$ cat src/rtl/pool_pkg.sv
`default_nettype none
// ============================================================================
// Module   : pool_pkg
// Purpose  : Shared constants and helpers for the max_pool_unit datapath:
//            pooling mode encodings, index-width helper, and the signed
//            compare-select used by every lane.
// Revision : 1.0 - initial release
// ============================================================================
package pool_pkg;

  localparam logic MODE_MAX = 1'b0;
  localparam logic MODE_MIN = 1'b1;

  // Common width used for the signed comparison; lanes sign-extend into it.
  // It supports element widths up to 64 bits.
  localparam int CMP_WIDTH = 64;

  // Width of a beat-position field. It is at least one bit, so a one-beat
  // window still has a well-formed port.
  function automatic int idx_width(input int window);
    return (window > 2) ? $clog2(window) : 1;
  endfunction

  // True when the candidate must replace the incumbent. On a tie this
  // returns false, so the earlier beat wins.
  function automatic logic take_new(input logic                        mode,
                                    input logic signed [CMP_WIDTH-1:0] cand,
                                    input logic signed [CMP_WIDTH-1:0] inc);
    return (mode == MODE_MIN) ? (cand < inc) : (cand > inc);
  endfunction

endpackage
`default_nettype wire

$ cat src/rtl/pool_lane.sv
`default_nettype none
// ============================================================================
// Module   : pool_lane
// Purpose  : One pooling lane. It holds the running accumulator and the
//            winning beat index. It also exposes the post-beat result, so
//            the top can capture the last beat's outcome directly.
// Revision : 1.0 - initial release
// ============================================================================
module pool_lane
  import pool_pkg::*;
#(
  parameter int DATA_WIDTH = 32,
  parameter int IDX_WIDTH  = 2
) (
  input  logic                  clk,
  input  logic                  rst,
  input  logic                  beat,
  input  logic                  first,
  input  logic                  win_mode,
  input  logic [IDX_WIDTH-1:0]  cnt,
  input  logic [DATA_WIDTH-1:0] in_lane,
  output logic [DATA_WIDTH-1:0] res_data,
  output logic [IDX_WIDTH-1:0]  res_idx
);

  logic [DATA_WIDTH-1:0] acc;
  logic [IDX_WIDTH-1:0]  idx;
  logic                  take;

  // Result after the current beat. The first beat loads unconditionally,
  // and later beats replace the accumulator only on a strict win.
  always_comb begin
    take     = first | take_new(win_mode,
                                CMP_WIDTH'($signed(in_lane)),
                                CMP_WIDTH'($signed(acc)));
    res_data = take ? in_lane : acc;
    res_idx  = first ? '0 : (take ? cnt : idx);
  end

  // Accumulator and index registers advance only on accepted beats.
  always_ff @(posedge clk or posedge rst) begin
    if (rst) begin
      acc <= '0;
      idx <= '0;
    end else if (beat) begin
      acc <= res_data;
      idx <= res_idx;
    end
  end

endmodule
`default_nettype wire

$ cat src/rtl/max_pool_unit.sv
`default_nettype none
// ============================================================================
// Module   : max_pool_unit
// Purpose  : Multi-channel MAX/MIN pooling reducer with valid/ready on both
//            sides. It reduces every WINDOW accepted beats to one result per
//            lane and reports the winning beat position.
// Revision : 1.0 - initial release
// ============================================================================
module max_pool_unit
  import pool_pkg::*;
#(
  parameter int DATA_WIDTH = 32,
  parameter int CHANNELS   = 4,
  parameter int WINDOW     = 4,
  parameter int IDX_WIDTH  = idx_width(WINDOW)
) (
  input  logic                           clk,
  input  logic                           rst,
  input  logic                           clear,
  input  logic                           mode,
  input  logic                           in_valid,
  output logic                           in_ready,
  input  logic [CHANNELS*DATA_WIDTH-1:0] in_data,
  output logic                           out_valid,
  input  logic                           out_ready,
  output logic [CHANNELS*DATA_WIDTH-1:0] out_data,
  output logic [CHANNELS*IDX_WIDTH-1:0]  out_index
);

  localparam logic [IDX_WIDTH-1:0] LAST_CNT = IDX_WIDTH'(WINDOW - 1);

  logic [IDX_WIDTH-1:0]           cnt;
  logic                           win_mode;
  logic                           first;
  logic                           last;
  logic                           accept;
  logic [CHANNELS*DATA_WIDTH-1:0] res_data;
  logic [CHANNELS*IDX_WIDTH-1:0]  res_index;

  // Window position decode and handshake. Only the closing beat can be
  // stalled, because it is the only beat that needs the output register.
  always_comb begin
    first    = (cnt == '0);
    last     = (cnt == LAST_CNT);
    in_ready = ~(out_valid & ~out_ready & last);
    accept   = in_valid & in_ready & ~clear;
  end

  // Per-lane compare/accumulate slices.
  generate
    for (genvar c = 0; c < CHANNELS; c++) begin : g_lane
      pool_lane #(
        .DATA_WIDTH (DATA_WIDTH),
        .IDX_WIDTH  (IDX_WIDTH)
      ) u_lane (
        .clk      (clk),
        .rst      (rst),
        .beat     (accept),
        .first    (first),
        .win_mode (win_mode),
        .cnt      (cnt),
        .in_lane  (in_data[c*DATA_WIDTH +: DATA_WIDTH]),
        .res_data (res_data[c*DATA_WIDTH +: DATA_WIDTH]),
        .res_idx  (res_index[c*IDX_WIDTH +: IDX_WIDTH])
      );
    end
  endgenerate

  // Beat counter and window mode. Mode is captured on beat 0 only.
  always_ff @(posedge clk or posedge rst) begin
    if (rst) begin
      cnt      <= '0;
      win_mode <= MODE_MAX;
    end else if (clear) begin
      cnt <= '0;
    end else if (accept) begin
      cnt <= last ? '0 : cnt + IDX_WIDTH'(1);
      if (first) win_mode <= mode;
    end
  end

  // Output register. A closing beat reloads it even while a consume
  // happens on the same edge, so out_valid stays high with no bubble.
  always_ff @(posedge clk or posedge rst) begin
    if (rst) begin
      out_valid <= 1'b0;
      out_data  <= '0;
      out_index <= '0;
    end else if (clear) begin
      out_valid <= 1'b0;
    end else if (accept && last) begin
      out_valid <= 1'b1;
      out_data  <= res_data;
      out_index <= res_index;
    end else if (out_valid && out_ready) begin
      out_valid <= 1'b0;
    end
  end

endmodule
`default_nettype wire

$ cat config.mk
export PLATFORM = sky130hd
export DESIGN_NAME = max_pool_unit
export DESIGN_NICKNAME = d
export VERILOG_FILES = /design/src/rtl/pool_pkg.sv /design/src/rtl/pool_lane.sv /design/src/rtl/max_pool_unit.sv
export SDC_FILE = /design/constraint.sdc
export NUM_CORES = 1
export LEC_CHECK = 0
export CORE_MARGIN = 2
export CORE_UTILIZATION = 57
export DETAILED_ROUTE_END_ITERATION = 12
export PLACE_DENSITY_LB_ADDON = 0.25
export RECOVER_POWER = 25
export SLEW_MARGIN = 10
export SYNTH_ARGS = -nofsm -noshare
export SYNTH_HDL_FRONTEND = slang
export SYNTH_SLANG_ARGS = --single-unit
$ cat constraint.sdc
create_clock -name clk -period 28.8 [get_ports clk]
set_clock_uncertainty 0.2 [all_clocks]
set_input_delay 7.2 -clock clk [delete_from_list [all_inputs] [get_ports clk]]
set_output_delay 7.2 -clock clk [all_outputs]
set_load 0.01 [all_outputs]
==> metrics.txt <==
Synth warnings 0; DRC Markers 0; wire length per cell 17.65 um; Root Driver clkbuf_16; outcome finished, violations left; Die Y 170.0 um; first-pass GRT wire length 61100 um; Initial Utilization 58.13%; Die W 170.0 um; maximum fanout along the worst path 3; top-area cell type share of the netlist area 43.96%; Max Fclk 63.00 MHz; total number of vias 12130; initial drt markers 677; final non-filler cell total 2092; HPWL after DPL 24970 um; most frequent cells in the layout dfrtp_1 (276), clkdlybuf4s50_1 (243), a21oi_1 (172); Clk Latency, worst-skew pair 560 ps; CP max stage delay 550 ps; worst path arrival time 8470 ps; clock transition at the registers of the reported paths 60 ps; Clock Sinks 276; post-synth top area cell dfrtp_1; antenna violations before repair 0; Via density 5.799; nets@finish 1992; Setup Total Neg Slack 0 ps; dpl cells 2036; largest vdd supply drop 0.00005612 V; remaining antenna violation count 0; Power Dens Cells 76.35 nW/um2; Mapped Nets 1751; worst-margin pin slew 6342 ps; Leakage Power 8.931 nW; CTS HTree Levels 1; slew margin rel. -325.1%; CP max-delay cell dlygate4sd3_1; CP Launch Type input pin; synth unique cells 55; area growth from synthesis to layout 24.71%; Seq cells post-synth 276; largest net degree at the start of global routing 144; clock buffer depth 3; endpoints failing setup 0; Mapped Cells 1487; Final GP Congestion 0.8046; CTS tree built; Post-Route WL 36930 um; Worst Hold Slack 291.7 ps; fill count 1941; critical path capture point type output port; Post-CTS Resized 0; Ant. Diodes 0; I/O pin cnt 272; failing checks capacitance limit, slew limit; Core Area 27030 um2; Netlist Area Pre-Place 15710 um2; area of the die 28910 um2; Top FF cell, synth dfrtp_1; mean post-synth cell area 10.56 um2; CP Cell Sequence dlygate4sd3_1 -> nand3b_1 -> clkdlybuf4s50_1; # Post-CTS Setup Buffers 0; hold-fix buffers at CTS 0; sequential area share after synthesis 43.96%; Post-synth EDFFs 0; async set-reset flop share out of synthesis 100.0%; # rows 60; TritonCTS Buffers 31; commonest non-fill, non-tap cell in the layout dfrtp_1; RSZ-0062 raised after global routing no; Tightest Hold Check Type flop to flop; max-slew violations 144; vias in the first global route 12360; Fin. Hold Viols 0; Overall Global Routing Usage 25.83%; Crit Path Category input pin to output port; grt total ovfl 0; number of max-cap violations 1; fraction of layout cells with a size suffix above 1 4.969%; First-pass DRT Iterations 5; fin crit share 55.11%; final critical-path required period 15870 ps; Req. time, crit path 21400 ps; synth top area cells dfrtp_1 (44%), ha_1 (10%), mux2_1 (9.7%), mux2i_1 (8.2%), a21oi_1 (5.5%); IO Port Bufs 271
## path summary, 6_finish.rpt
check                                         start                   endpoint  slack (ps)  cells past startpoint
setup / recovery                          out_ready                   in_ready       12930                      3
hold / removal             out_index[7]$_DFFE_PP0P_   out_index[7]$_DFFE_PP0P_         290                      2
setup reg to reg                 cnt[1]$_DFFE_PP0P_  out_data[106]$_DFFE_PP0P_       24400                      9
hold reg to reg            out_index[7]$_DFFE_PP0P_   out_index[7]$_DFFE_PP0P_         290                      2
max in group asynchronous                       rst  out_data[102]$_DFFE_PP0P_       15820                      4
min in group asynchronous                       rst   out_data[58]$_DFFE_PP0P_        8870                      2
## cells by family (layout without fill, tap and decap cells)
| kind of cell | count (synthesis) | in the layout | share of synthesized area (%) |
|---|---|---|---|
| AO/OA/AOI/OAI | 280 | 280 | 10.84 |
| adder cells (fa/ha/maj) | 130 | 130 | 10.35 |
| buffers and inverters | 208 | 472 | 5.694 |
| flip-flops | 276 | 276 | 43.96 |
| multiplexers | 270 | 270 | 18.33 |
| AND/OR/NAND/NOR | 323 | 323 | 10.82 |
## final cells by class
cell class | count | area, um2 | share of cell area [%]
clock buffers | 45 | 928.4 | 4.738
flip-flops and latches | 276 | 6907 | 35.25
well taps | 341 | 426.7 | 2.178
multi-input cells | 1003 | 7926 | 40.46
repair buffers | 279 | 2776 | 14.17
clock inverters | 11 | 112.6 | 0.5748
inverters | 137 | 515.5 | 2.631
## critical path: cells and delay by family
kind | cells | cell delay, ps
buf+inv | 2 | 1060
simple gates | 1 | 210
## registers in the layout (all words and copies together), names as in the netlist
name,count
cnt,2
g_lane.u_lane.acc,128
g_lane.u_lane.idx,8
out_data,128
out_index,8
out_valid,1
win_mode,1
## synthesized netlist by cell type (all sizes together), types with 17 or more instances
library cell / number
buf: 29
nor2: 146
mux2: 142
dfrtp: 276
o21ai: 18
a21o: 19
nand2: 35
nand3: 31
a211oi: 18
nand4: 31
mux2i: 128
clkbuf: 42
a21oi: 172
inv: 137
nand3b: 17
ha: 130
## metal layers
metal	GRT usage, %	vias up	part of all wire [%]
met4	6.652	0	1.9
met2	44.08	298	48
li1	-	5823	-
met3	5.233	52	5.9
met1	33.83	5959	44
met5	0	-	0
## metrics by stage
step | worst slack, ps | utilization [%] | cell area [um2] | power (mW)
floorplan | 13790 | - | 15710 | 0.9034
global placement | 13050 | 68.65 | 18550 | 1.075
detailed placement | 13020 | 68.65 | 18550 | 1.100
CTS | 13010 | 72.50 | 19600 | 1.512
global route | 12850 | 72.50 | 19590 | 1.595
finish | 12930 | 72.50 | 19590 | 1.496
## power breakdown
| part | internal [mW] | switching, mW | leakage, nW |
|---|---|---|---|
| combinational | 0.265 | 0.270 | 4.96 |
| clock | 0.240 | 0.161 | 0.523 |
| sequential | 0.491 | 0.0698 | 3.45 |
Note: power is estimated with default switching activity, not from simulation.
